===== config.mk =====
export PLATFORM = sky130hd
export DESIGN_NAME = adc_channel_regfile
export DESIGN_NICKNAME = d
export VERILOG_FILES = /design/src/rtl/adc_regs_pkg.sv /design/src/rtl/rise_edge_det.sv /design/src/rtl/adc_channel_regfile.sv
export SDC_FILE = /design/constraint.sdc
export NUM_CORES = 1
export LEC_CHECK = 0
export ABC_AREA = 1
export ABC_CLOCK_PERIOD_IN_PS = 3600
export CAP_MARGIN = 20
export CORE_AREA = 2 2 139 168
export DETAILED_ROUTE_END_ITERATION = 8
export DIE_AREA = 0 0 141 170
export GPL_TIMING_DRIVEN = 0
export PLACE_DENSITY = 0.8
export SETUP_SLACK_MARGIN = 0.05
export SYNTH_ARGS = -nofsm -noshare
export SYNTH_HDL_FRONTEND = slang
export SYNTH_SLANG_ARGS = --single-unit

===== constraint.sdc =====
create_clock -name clk_core -period 3.6 [get_ports clk_core]
set_input_delay 0.36 -clock clk_core [delete_from_list [all_inputs] [get_ports clk_core]]
set_output_delay 0.36 -clock clk_core [all_outputs]
set_load 0.02 [all_outputs]

===== src/rtl/adc_regs_pkg.sv =====
// Package: adc_regs_pkg
// Purpose : Shared constants and types for the ADC channel register file.
//           It holds the byte register map offsets, the bit positions inside the
//           config register, the sequencer channel-id width and the type of the
//           host write byte counter.
// Ports   : none (package only)
package adc_regs_pkg;

  // Width of a modular-ADC sequencer channel id
  localparam int CH_ID_W = 5;

  // Byte register map
  localparam logic [7:0] REG_CONFIG  = 8'h00;  // RW config
  localparam logic [7:0] REG_FRAMES  = 8'h01;  // RO frame counter
  localparam logic [7:0] REG_CH_BASE = 8'h02;  // slot k: low at BASE+2k, high at BASE+2k+1

  // Config register bit positions
  localparam int CFG_RUN_BIT    = 0;
  localparam int CFG_AVG_EN_BIT = 1;

  // Progress through a host write: the first byte is the pointer, later bytes are data
  typedef enum logic [1:0] {
    BYTES_NONE = 2'd0,
    BYTES_PTR  = 2'd1,
    BYTES_DATA = 2'd2
  } byte_cnt_e;

endpackage


===== src/rtl/rise_edge_det.sv =====
// Module : rise_edge_det
// Purpose: Detects a rising edge of a level strobe.
//          It keeps two flops of history and registers the pulse, so an
//          action that uses the pulse fires two clk_core edges after the first
//          edge at which the level was sampled high.
// Ports  : clk_core - clock
//          reset    - synchronous, active-high
//          level    - strobe level from the I2C slave
//          pulse    - one-cycle registered pulse per rising edge
module rise_edge_det (
  input  logic clk_core,
  input  logic reset,
  input  logic level,
  output logic pulse
);

  logic [1:0] hist_q, hist_d;
  logic       pulse_q, pulse_d;

  always_comb begin
    hist_d  = {hist_q[0], level};
    pulse_d = hist_q[0] & ~hist_q[1];
  end

  always_ff @(posedge clk_core) begin
    if (reset) begin
      hist_q  <= 2'b00;
      pulse_q <= 1'b0;
    end else begin
      hist_q  <= hist_d;
      pulse_q <= pulse_d;
    end
  end

  assign pulse = pulse_q;

endmodule


===== src/rtl/adc_channel_regfile.sv =====
// Module : adc_channel_regfile
// Purpose: ADC register file between the modular-ADC sequencer response stream
//          and the I2C slave byte interface. It captures NUM_CH mapped channels,
//          optionally IIR-averages them, and publishes a coherent snapshot on
//          each endofpacket. The I2C host sees an auto-incrementing byte
//          register map. A write to config issues a one-cycle sequencer CSR
//          write pulse.
// Ports  : clk_core, reset (sync, active-high)
//          adc_response_{valid,channel,data,endofpacket} - sequencer samples
//          slave_{asserted,in_tx_mode,tx_request,rx_available,rx_buffer} - I2C slave
//          slave_tx_buffer - byte returned to the host
//          adc_sequencer_csr_write/_writedata - run-bit write to the sequencer
//          adc_config - config register
module adc_channel_regfile
  import adc_regs_pkg::*;
#(
  parameter int                          NUM_CH    = 5,
  parameter int                          DATA_W    = 12,
  parameter logic [NUM_CH*CH_ID_W-1:0]   CH_MAP    = {5'd6, 5'd4, 5'd3, 5'd2, 5'd1},
  parameter int                          AVG_SHIFT = 3
) (
  input  logic                clk_core,
  input  logic                reset,
  input  logic                adc_response_valid,
  input  logic [CH_ID_W-1:0]  adc_response_channel,
  input  logic [DATA_W-1:0]   adc_response_data,
  input  logic                adc_response_endofpacket,
  input  logic                slave_asserted,
  input  logic                slave_in_tx_mode,
  input  logic                slave_tx_request,
  input  logic                slave_rx_available,
  input  logic [7:0]          slave_rx_buffer,
  output logic [7:0]          slave_tx_buffer,
  output logic                adc_sequencer_csr_write,
  output logic [31:0]         adc_sequencer_csr_writedata,
  output logic [7:0]          adc_config
);

  // ---------------------------------------------------------------------------
  // Host strobe edge detection
  // ---------------------------------------------------------------------------
  logic tx_pulse, rx_pulse;

  rise_edge_det u_tx_edge (
    .clk_core (clk_core),
    .reset    (reset),
    .level    (slave_tx_request),
    .pulse    (tx_pulse)
  );

  rise_edge_det u_rx_edge (
    .clk_core (clk_core),
    .reset    (reset),
    .level    (slave_rx_available),
    .pulse    (rx_pulse)
  );

  logic rd_fire, wr_fire;
  assign rd_fire = tx_pulse & slave_asserted &  slave_in_tx_mode;
  assign wr_fire = rx_pulse & slave_asserted & ~slave_in_tx_mode;

  // ---------------------------------------------------------------------------
  // Control registers
  // ---------------------------------------------------------------------------
  logic [7:0]  pointer_q, pointer_d;
  byte_cnt_e   byte_cnt_q, byte_cnt_d;
  logic [7:0]  config_q, config_d;
  logic [7:0]  frame_q, frame_d;
  logic [7:0]  tx_buf_q, tx_buf_d;
  logic        csr_write_q, csr_write_d;
  logic [31:0] csr_wdata_q, csr_wdata_d;

  logic avg_en;
  assign avg_en = config_q[CFG_AVG_EN_BIT];

  // ---------------------------------------------------------------------------
  // Per-slot capture, snapshot and read shadow
  // ---------------------------------------------------------------------------
  logic [NUM_CH-1:0]       match, hit;
  logic [NUM_CH-1:0]       lo_sel, hi_sel;
  logic [NUM_CH-1:0][7:0]  lo_byte, hi_byte;

  for (genvar gi = 0; gi < NUM_CH; gi++) begin : g_slot
    localparam logic [7:0] LO_ADDR = 8'(int'(REG_CH_BASE) + 2 * gi);
    localparam logic [7:0] HI_ADDR = 8'(int'(REG_CH_BASE) + 2 * gi + 1);

    logic [DATA_W-1:0]        live_q, live_d;
    logic [DATA_W-1:0]        snap_q, snap_d;
    logic [7:0]               shadow_q, shadow_d;
    logic                     shadow_vld_q, shadow_vld_d;
    logic signed [DATA_W:0]   diff;
    logic signed [DATA_W:0]   step;
    logic [15:0]              snap16;

    assign match[gi] = adc_response_valid &&
                       (adc_response_channel == CH_MAP[gi*CH_ID_W +: CH_ID_W]);

    // Duplicate ids in CH_MAP: only the lowest matching slot captures
    if (gi == 0) begin : g_first
      assign hit[gi] = match[gi];
    end else begin : g_rest
      assign hit[gi] = match[gi] & ~(|match[gi-1:0]);
    end

    assign lo_sel[gi] = (pointer_q == LO_ADDR);
    assign hi_sel[gi] = (pointer_q == HI_ADDR);
    assign snap16     = 16'(snap_q);
    assign lo_byte[gi] = snap16[7:0];
    // A high-byte read that follows a low-byte read returns the high byte
    // captured together with that low byte.
    assign hi_byte[gi] = shadow_vld_q ? shadow_q : snap16[15:8];

    always_comb begin
      // The sign bit of the difference is real, so the shift must be arithmetic.
      diff = $signed({1'b0, adc_response_data}) - $signed({1'b0, live_q});
      step = diff >>> AVG_SHIFT;

      live_d = live_q;
      if (hit[gi]) begin
        live_d = avg_en ? (live_q + step[DATA_W-1:0]) : adc_response_data;
      end

      // The snapshot takes live_d, so a sample arriving with endofpacket is included
      snap_d = snap_q;
      if (adc_response_endofpacket) begin
        snap_d = live_d;
      end

      shadow_d     = shadow_q;
      shadow_vld_d = shadow_vld_q;
      if (rd_fire && lo_sel[gi]) begin
        shadow_d     = snap16[15:8];
        shadow_vld_d = 1'b1;
      end else if (rd_fire && hi_sel[gi]) begin
        shadow_vld_d = 1'b0;
      end
    end

    always_ff @(posedge clk_core) begin
      if (reset) begin
        live_q       <= '0;
        snap_q       <= '0;
        shadow_q     <= 8'h00;
        shadow_vld_q <= 1'b0;
      end else begin
        live_q       <= live_d;
        snap_q       <= snap_d;
        shadow_q     <= shadow_d;
        shadow_vld_q <= shadow_vld_d;
      end
    end
  end

  // ---------------------------------------------------------------------------
  // Read mux: unmapped addresses read as zero
  // ---------------------------------------------------------------------------
  logic [7:0] rd_byte;

  always_comb begin
    rd_byte = 8'h00;
    if (pointer_q == REG_CONFIG) begin
      rd_byte = config_q;
    end else if (pointer_q == REG_FRAMES) begin
      rd_byte = frame_q;
    end
    for (int k = 0; k < NUM_CH; k++) begin
      if (lo_sel[k]) rd_byte = lo_byte[k];
      if (hi_sel[k]) rd_byte = hi_byte[k];
    end
  end

  // ---------------------------------------------------------------------------
  // Host protocol and frame counter
  // ---------------------------------------------------------------------------
  always_comb begin
    pointer_d   = pointer_q;
    byte_cnt_d  = byte_cnt_q;
    config_d    = config_q;
    frame_d     = frame_q;
    tx_buf_d    = tx_buf_q;
    csr_write_d = 1'b0;
    csr_wdata_d = csr_wdata_q;

    if (adc_response_endofpacket) begin
      frame_d = frame_q + 8'd1;
    end

    if (!slave_asserted) begin
      // The pointer is kept across transactions; only the byte count restarts
      byte_cnt_d = BYTES_NONE;
    end else if (wr_fire) begin
      if (byte_cnt_q == BYTES_NONE) begin
        pointer_d  = slave_rx_buffer;
        byte_cnt_d = BYTES_PTR;
      end else begin
        if (pointer_q == REG_CONFIG) begin
          config_d    = slave_rx_buffer;
          csr_wdata_d = {31'b0, slave_rx_buffer[CFG_RUN_BIT]};
          csr_write_d = 1'b1;
        end
        pointer_d  = pointer_q + 8'd1;
        byte_cnt_d = BYTES_DATA;
      end
    end else if (rd_fire) begin
      tx_buf_d  = rd_byte;
      pointer_d = pointer_q + 8'd1;
    end
  end

  always_ff @(posedge clk_core) begin
    if (reset) begin
      pointer_q   <= 8'h00;
      byte_cnt_q  <= BYTES_NONE;
      config_q    <= 8'h00;
      frame_q     <= 8'h00;
      tx_buf_q    <= 8'h00;
      csr_write_q <= 1'b0;
      csr_wdata_q <= 32'h0;
    end else begin
      pointer_q   <= pointer_d;
      byte_cnt_q  <= byte_cnt_d;
      config_q    <= config_d;
      frame_q     <= frame_d;
      tx_buf_q    <= tx_buf_d;
      csr_write_q <= csr_write_d;
      csr_wdata_q <= csr_wdata_d;
    end
  end

  assign slave_tx_buffer             = tx_buf_q;
  assign adc_sequencer_csr_write     = csr_write_q;
  assign adc_sequencer_csr_writedata = csr_wdata_q;
  assign adc_config                  = config_q;

endmodule


Word level (Yosys, flattened, before mapping) --
Index checks and enable logic that the tools add are counted.
Storage, ports and cells: register bits 187
Operators by class: add/subtract/negate cells 12, eq/ne operators 16, multiplexer cells 42, bitwise gates (word level) 20, reductions and logical operators 31
Operators with widths (count):
- $mux W12 | 10
- $mux W8 | 15
- $sub A12 B12 Y13 | 5
- $add A12 B12 Y12 | 5
- $eq A8 B3 Y1 const B | 4
- $eq A8 B4 Y1 const B | 4
- $mux W4 | 5
- $add A8 B1 Y8 const B | 2
- $eq A8 B2 Y1 const B | 2
- $logic_and A1 B1 Y1 | 15
- $reduce_bool A2 Y1 | 6
- $mux W1 | 11
- $and A1 B1 Y1 | 10
- $eq A5 B2 Y1 const B | 2
- $eq A5 B3 Y1 const B | 2
- $not A1 Y1 | 10
- $eq A8 B1 Y1 const B | 1
- $logic_not A8 Y1 | 1
- $reduce_or A4 Y1 | 2
- $eq A5 B1 Y1 const B | 1
- $reduce_and A4 Y1 | 1
- $reduce_or A2 Y1 | 2
- $reduce_and A3 Y1 | 1
- $reduce_or A3 Y1 | 1
- 3 further kinds | 3

Depth between registers and ports, before layout --
Gate-level depths: netlist of the first run.
word-level depth 13, depth in mapped cells 27

Modules after synthesis --
A second synthesis of the first run with hierarchy kept.
Unflattened totals: cells, all modules 1982, area total of the unflattened synthesis 13192.7 sq um
Modules (own cells, without submodules):
- adc_channel_regfile | instances 1, cells an instance 1964, area an instance 13017.5 sq um
- rise_edge_det | instances 2, cells an instance 9, area an instance 87.6 sq um

Worst setup path before layout of the first run --
OpenSTA, ideal clock, no wires.
path kind reg-to-reg, from register g_slot[0].live_q[1], to register g_slot[0].snap_q[9], setup time 0.070 ns, arrival time 2.952 ns, data required time 3.530 ns, setup slack 0.578 ns, cell stages (with the launch flop) 24, period minus slack after synthesis 3.022 ns, cell sequence dfxtp_1 inv_1 ha_1 nand2_1 o21ai_0 nand2_1 nand2_1 nand2_1 nand2_1 a21o_1 a21oi_1 xnor2_1 ha_1 a21oi_1 or2_2 nand3_1 nand2_1 a21oi_1 nor2_1 nand2_1 nand3_1 nand2_1 nand2_1 a21oi_1
On the way: cells in the longest elaborated chain, start to end 4
Ends and longest elaborated chain:
- from (decl) | line adc_channel_regfile.sv:87 | logic [DATA_W-1:0] live_q, live_d;
- from (signal assigned) | line adc_channel_regfile.sv:146 | live_q <= live_d;
- $sub A12 B12 Y13 | line adc_channel_regfile.sv:115 | diff = $signed({1'b0, adc_response_data}) - $signed({1'b0, live_q});
- $add A12 B12 Y12 * | line adc_channel_regfile.sv:120 | live_d = avg_en ? (live_q + step[DATA_W-1:0]) : adc_response_data;
- $mux W12 * | line adc_channel_regfile.sv:120
- $mux W12 * | line adc_channel_regfile.sv:119 | if (hit[gi]) begin
- to (signal assigned) | line adc_channel_regfile.sv:147 | snap_q <= snap_d;
- to (decl) | line adc_channel_regfile.sv:88 | logic [DATA_W-1:0] snap_q, snap_d;
Every way passes the cells marked *; elsewhere a longest branch is shown, timed or not. A chain may end at the register's enable or synchronous reset.

Final worst setup path of the first run --
from register g_slot[2].live_q[3], to register g_slot[2].snap_q[6]
On the way: cells in the longest elaborated chain, start to end 4
Ends and longest elaborated chain (line):
- from (decl) | adc_channel_regfile.sv:87
- from (signal assigned) | adc_channel_regfile.sv:146
- $sub A12 B12 Y13 | adc_channel_regfile.sv:115
- $add A12 B12 Y12 * | adc_channel_regfile.sv:120
- $mux W12 * | adc_channel_regfile.sv:120
- $mux W12 * | adc_channel_regfile.sv:119
- to (signal assigned) | adc_channel_regfile.sv:147
- to (decl) | adc_channel_regfile.sv:88
Marked as above.

==> results of run 1 <==
==> layout make-up <==
type	instances	area, um2
clock inverter	15	195
timing repair buffer	55	522
fill	1937	6980
clock buffer	17	425
tap	279	349
inverter	265	1000
multi-input combinational	1509	8640
sequential	186	3740
buffer	85	443
==> kinds of logic after synthesis <==
kind of cell / share of synthesized area
XOR/XNOR: 0.0341
AND/OR/NAND/NOR: 0.255
buffers and inverters: 0.108
adder cells (fa/ha/maj): 0.124
flip-flops: 0.279
other: 0.000281
AO/OA/AOI/OAI: 0.195
multiplexers: 0.00449
==> worst max path at each step <==
stage / cells past startpoint / from / slack, ns / to
final: 17 / g_slot[2].live_q[3] / 0.24 / g_slot[2].snap_q[6]
after global placement: 19 / adc_response_data[6] / -0.58 / g_slot[2].snap_q[11]
after floorplan: 23 / g_slot[0].live_q[1] / 0.58 / g_slot[0].snap_q[9]
after CTS: 19 / g_slot[2].live_q[1] / 0.04 / g_slot[2].snap_q[11]
after detailed placement: 19 / adc_response_data[6] / -0.66 / g_slot[2].snap_q[11]
after global routing: 25 / g_slot[1].live_q[3] / -0.002 / g_slot[1].live_q[11]
==> power by group through the flow <==
stage | clock (uW) | sequential [uW] | combinational, uW
2_1_floorplan | 0 | 2180 | 665
3_3_place_gp | 0 | 2190 | 876
3_5_place_dp | 0 | 2190 | 898
4_1_cts | 1950 | 2140 | 906
5_1_grt | 2020 | 2150 | 1100
6_report | 1940 | 2140 | 989
==> state kept, by name, summed over array words and instances (netlist names) <==
name and cells:
g_slot.live_q 60, g_slot.snap_q 60, g_slot.shadow_q 20, adc_config 8, frame_q 8, pointer_q 8
slave_tx_buffer 8, g_slot.shadow_vld_q 5, byte_cnt_q 2, u_rx_edge.hist_q 2, u_tx_edge.hist_q 2, adc_sequencer_csr_write 1
u_rx_edge.pulse 1, u_tx_edge.pulse 1
==> Yosys cell counts, drive strengths merged, types with 3 or more instances <==
cell | count | share of area
nand4 | 10 | 0.0047
a211oi | 4 | 0.0022
a31oi | 10 | 0.0047
clkbuf | 43 | 0.012
nand3 | 122 | 0.046
buf | 42 | 0.021
or2 | 4 | 0.0019
nor2 | 247 | 0.077
o21ai | 212 | 0.080
xnor2 | 18 | 0.012
o21bai | 3 | 0.0017
a21o | 7 | 0.0039
nor3 | 23 | 0.0090
o21a | 4 | 0.0022
ha | 125 | 0.12
o31ai | 6 | 0.0034
a21oi | 214 | 0.083
inv | 263 | 0.074
dfxtp | 186 | 0.28
fa | 5 | 0.0075
mux2i | 6 | 0.0045
o211ai | 17 | 0.0095
xor2 | 34 | 0.022
nand2 | 394 | 0.11
==> routing by layer <==
layer / share of wire / vias up / global-route usage
li1: - / 6769 / -
met1: 0.40 / 6260 / 0.405
met2: 0.46 / 621 / 0.571
met3: 0.076 / 141 / 0.0422
met4: 0.058 / 0 / 0.177
met5: 0 / - / 0
==> timing repair <==
item	4_1_cts	5_1_grt
endpoints found under the setup margin	48	64
setup buffers	0	6
pin swaps	0	15
gates resized for setup	11	106
==> through the flow <==
step                hold WS (ns)   TNS, ns  utilization  setup slack (ns)  cells
floorplan                  0.373         0            -             0.578   2045
global placement           0.376    -24.67        0.642            -0.582   2373
detailed placement         0.381    -31.76        0.642            -0.656   2373
CTS                        0.391         0        0.670            0.0397   2405
global route               0.402  -0.00151        0.687          -0.00151   2411
finish                     0.392         0        0.687             0.243   2411
==> critical path, cell delays in order, from the launching register on <==
cell and delay, ns:
dfxtp_1 0.39, inv_1 0.06, ha_1 0.32, a21oi_2 0.20
o21ai_4 0.11, a21o_1 0.20, a21o_1 0.19, a21oi_2 0.14
xor2_1 0.16, inv_1 0.09, ha_4 0.30, nand2_1 0.10
nor3_2 0.24, a21oi_2 0.10, xor2_1 0.16, o211ai_1 0.15
o21ai_0 0.19, a21oi_1 0.17
==> metrics, run 1 <==
Die W=141 um; synth warn=0; R2R Path Start=g_slot[2].live_q[3]; placed inst area=14,300 um2; HPWL after DPL=30.6 mm; reg2reg setup slack=0.24 ns; vias=13,800; Die Span Y=170 um; Area growth, synth to finish=14.6%; async set-reset flop share out of synthesis=0; Avg Inst Size Synth=6.63 um2; fmax=298 MHz; Routed Antenna Nets=0; detailed-route DRC error count=0; slew margin rel.=0.354; total power=5080 uW; Hold Startpoint=u_tx_edge.hist_q[1]; Tmin final=3.36 ns; Flop pwr share=0.422; clock buffer depth=2; Total GRT Usage=0.332; status=finished, final reports clean; Num Clock Sinks=186; Slew @ Worst Pin=0.965 ns; Static Leak=0.00694 uW; ys flop type=dfxtp_1; nets@finish=2,282; sequential area share after synthesis=0.279; most common cell after layout, fill and taps aside=nand2_1; routability congestion estimate=0.969; die area=24,000 um2; layout cell share with drive strength beyond 1=0.0877; CTS tree=yes; drt wl/cell=16.8 um; Final Cycle Share=0.933; Max VDD drop=298 uV; Slew Limit Fails=0; post-synthesis cell count=2,015; io pins=82; root buffer cell=clkbuf_16; ANT cells=0; TritonCTS buffer count=17; RSZ-0062 raised after global routing=yes; Crit Path Class=flop to flop; largest net degree at the start of global routing=22; first-pass GRT wire length=63.2 mm; setup violators final=0; Worst R2R End=g_slot[2].snap_q[6]; Critical Path End Type=flop; worst r2r path cells=17; Worst Hold Class=flop to flop; Worst Path Max Fanout=6; WP data arrival=3.73 ns; CP required=3.98 ns; total grt overflow=0; hold path cells=1; Max-Cap Viols=0; routed wire length=40.6 mm; Clk pin slew, worst setup/hold paths=0.08 ns; Hold Path Sink=u_tx_edge.pulse; htree depth=4; # port buffers=49; initial antenna violation count=0; sw power=1660 uW; Core Area=22,300 um2; initial core utilization=0.599; Vias per Instance=5.72; post-synthesis cell area=13,400 um2; Worst setup SP type=flop; Combinational Power Share=0.195; design area=15,300 um2; worst skew pair latency=0.45 ns; most frequent cells in the layout=384 x nand2_1, 254 x inv_1, 232 x nor2_1, 187 x a21oi_1, 184 x o21ai_0; post-synthesis sequential element count=186; final hold vios=0; drt initial violations=1,073; Sw Share=0.328; Distinct cells, synth=54; Post-synth EDFFs=0; cell internal pwr=3410 uW; Clock Skew=0.0182 ns; clock power share=0.383; drt pass-1 iters=8; Power Density=332 nW/um2; vias in the first global route=12,800; hold buffers post-CTS=0; num rows=60
Note: power is estimated with default switching activity, not from simulation.
==> run 2: changes to the inputs <==
Settings changed: CORE_AREA 2 2 139 168 to 3 3 140 169, DIE_AREA 0 0 141 170 to 0 0 143 172, PLACE_DENSITY 0.8 to 0.87, SKIP_LAST_GASP from default to 1.
==> run 2 against run 1 <==
Effect of this change:
- sequential power barely moved
- global-route usage fell by 0.93 points
- register-to-register slack got worse by 0.05 ns
- sequential share of layout area barely moved
- cell area barely moved
- critical path type is now input pin to flop
- largest cell class unchanged
- largest power group unchanged
==> metrics, run 2 (synthesis gave the netlist of run 1 again) <==
status=finished, final reports clean (unchanged); Clk pin slew, worst setup/hold paths=0.07 ns (was 0.08 ns); Max VDD drop=259 uV (was 298 uV); num rows=60 (unchanged); CTS tree=yes (unchanged); htree depth=4 (unchanged); Final Worst Setup Slack=0.176 ns (was 0.243 ns); worst r2r path cells=20 (was 17); TritonCTS buffer count=17 (unchanged); Crit Path Class=input pin to flop (was flop to flop); Final Cycle Share=0.951 (was 0.933); first-pass GRT wire length=63.2 mm (about the same); Tmin final=3.42 ns (was 3.36 ns); fmax=292 MHz (was 298 MHz); Slew @ Worst Pin=0.940 ns (was 0.965 ns); cell mode on critical path=nand2_1 (was a21oi_2); Worst path max stage delay=0.70 ns (was 0.39 ns); hold buffers post-CTS=0 (unchanged); Critical Path End Type=flop (unchanged); Total GRT Usage=0.323 (was 0.332); WP data arrival=3.79 ns (was 3.73 ns); ANT cells=0 (unchanged); hold path cells=1 (unchanged); Routed Antenna Nets=0 (unchanged); total grt overflow=0 (unchanged); layout cell share with drive strength beyond 1=0.0910 (was 0.0877); Hold Path Sink=u_rx_edge.pulse (was u_tx_edge.pulse); die area=24,600 um2 (was 24,000 um2); Place WS=-0.652 ns (was -0.656 ns); clock buffer depth=2 (unchanged); vias=14,100 (was 13,800); initial core utilization=0.599 (unchanged); Die Span Y=172 um (was 170 um); # port buffers=49 (unchanged); Critical-path top delay cell=clkdlybuf4s50_1 (was dfxtp_1); drt wl/cell=17.2 um (was 16.8 um); Worst Hold Class=flop to flop (unchanged); Regs by FF count=g_slot.live_q (60), g_slot.snap_q (60), g_slot.shadow_q (20) (unchanged); Clock Skew=0.0127 ns (was 0.0182 ns); Area growth, synth to finish=14.7% (was 14.6%); detailed-route DRC error count=0 (unchanged); fill count=1,897 (was 1,937); largest net degree at the start of global routing=18 (was 22); Slew Limit Fails=0 (unchanged); slew margin rel.=0.373 (was 0.354); R2R Path Start=g_slot[0].live_q[2] (was g_slot[2].live_q[3]); Num Clock Sinks=186 (unchanged); vias in the first global route=12,800 (about the same); worst skew pair latency=0.45 ns (about the same); most common cell after layout, fill and taps aside=nand2_1 (unchanged); routed wire length=41.5 mm (was 40.6 mm); Max-Cap Viols=0 (unchanged); CP required=3.97 ns (was 3.98 ns); drt pass-1 iters=8 (unchanged); Cell Chain, Critical Path=clkdlybuf4s50_1 > ha_1 > nand2_1 > nor3_1 > nand3_1 > nand2_1 > inv_1 > ha_1 > inv_1 > o21ai_0 > a31oi_1 > nand3_1 > nand2_1 > nand3_1 > nand2_1 > o21ai_1 > a21oi_1 (was inv_1 > ha_1 > a21oi_2 > o21ai_4 > a21o_1 > a21o_1 > a21oi_2 > xor2_1 > inv_1 > ha_4 > nand2_1 > nor3_2 > a21oi_2 > xor2_1 > o211ai_1 > o21ai_0 > a21oi_1); worst hold slack=0.390 ns (was 0.392 ns); Static Leak=0.00694 uW (about the same); drt initial violations=1,515 (was 1,073); Worst R2R End=g_slot[0].snap_q[5] (was g_slot[2].snap_q[6]); Power Density=336 nW/um2 (was 332 nW/um2); Worst Path Max Fanout=6 (unchanged); final hold vios=0 (unchanged); setup violators final=0 (unchanged); Die W=143 um (was 141 um); most frequent cells in the layout=384 x nand2_1, 253 x inv_1, 232 x nor2_1, 184 x a21oi_1, 182 x o21ai_0 (was 384 x nand2_1, 254 x inv_1, 232 x nor2_1, 187 x a21oi_1, 184 x o21ai_0); reg2reg setup slack=0.19 ns (was 0.24 ns); root buffer cell=clkbuf_16 (unchanged); Hold Startpoint=u_rx_edge.hist_q[1] (was u_tx_edge.hist_q[1]); HPWL after DPL=31.1 mm (was 30.6 mm); Worst setup SP type=input pin (was flop); routability congestion estimate=0.986 (was 0.969); io pins=82 (unchanged); total power=5150 uW (was 5080 uW); Core Area=22,300 um2 (unchanged); Vias per Instance=5.87 (was 5.72); nets@finish=2,282 (unchanged); RSZ-0062 raised after global routing=yes (unchanged); initial antenna violation count=0 (unchanged)
run 2: cell count changes in the layout (fill, tap and decap cells not counted), sizes merged, moves of 3 or more:
cell and change:
dlygate4sd2 -3, clkbuf +4, bufinv +3, clkinv -5
run 2: power by group:
part           internal (uW)  switching, uW
sequential              2110           37.6
combinational            359            647
clock                   1110            889
run 2: worst max-delay path by stage:
stage	cells after the start	startpoint	endpoint	slack, ns
after floorplan	23	g_slot[0].live_q[1]	g_slot[0].snap_q[9]	0.58
after global placement	19	adc_response_data[6]	g_slot[2].snap_q[11]	-0.56
after detailed placement	18	adc_response_data[7]	g_slot[2].snap_q[10]	-0.65
after CTS	18	g_slot[2].live_q[5]	g_slot[2].snap_q[10]	0.05
after global routing	24	g_slot[1].live_q[4]	g_slot[1].snap_q[11]	-0.005
final	17	adc_response_data[11]	g_slot[2].snap_q[10]	0.18
run 2: final cells by class:
type                            instances  area (um2)  share of cell area
Clock inverter                         13         185              0.0121
Inverter                              265        1000              0.0652
Multi-Input combinational cell       1509        8680               0.566
Timing Repair Buffer                   55         508              0.0331
Buffer                                 85         443              0.0289
Sequential cell                       186        3740               0.244
Tap cell                              279         349              0.0228
Clock buffer                           18         429              0.0280
run 2: what timing repair did:
action | in CTS | in global routing
resized for setup | 9 | 118
buffers inserted | 0 | 6
endpoints found under the setup margin | 44 | 64
pin swaps | 0 | 6
run 2: critical path, delay by kind of cell:
family	cells	cell delay [ns]
buf+inv	3	0.91
simple gates	8	1.07
fa+ha+maj	2	0.82
compound gates	4	0.63
run 2: per-layer routing:
metal  vias up  GRT usage  part of all wire
met5         -          0                 0
met4         0      0.178             0.066
met3       197     0.0506             0.086
met2       751      0.552              0.47
met1      6418      0.387              0.38
li1       6775          -                 -
run 2: per-stage QoR:
step | cells | setup TNS [ns] | util | cell area [um2]
after floorplan | 2045 | 0 | - | 13500
after global placement | 2373 | -24.75 | 0.642 | 14300
after detailed placement | 2373 | -29.76 | 0.642 | 14300
after CTS | 2404 | 0 | 0.669 | 14900
after global routing | 2410 | -0.00498 | 0.687 | 15300
final | 2410 | 0 | 0.687 | 15300
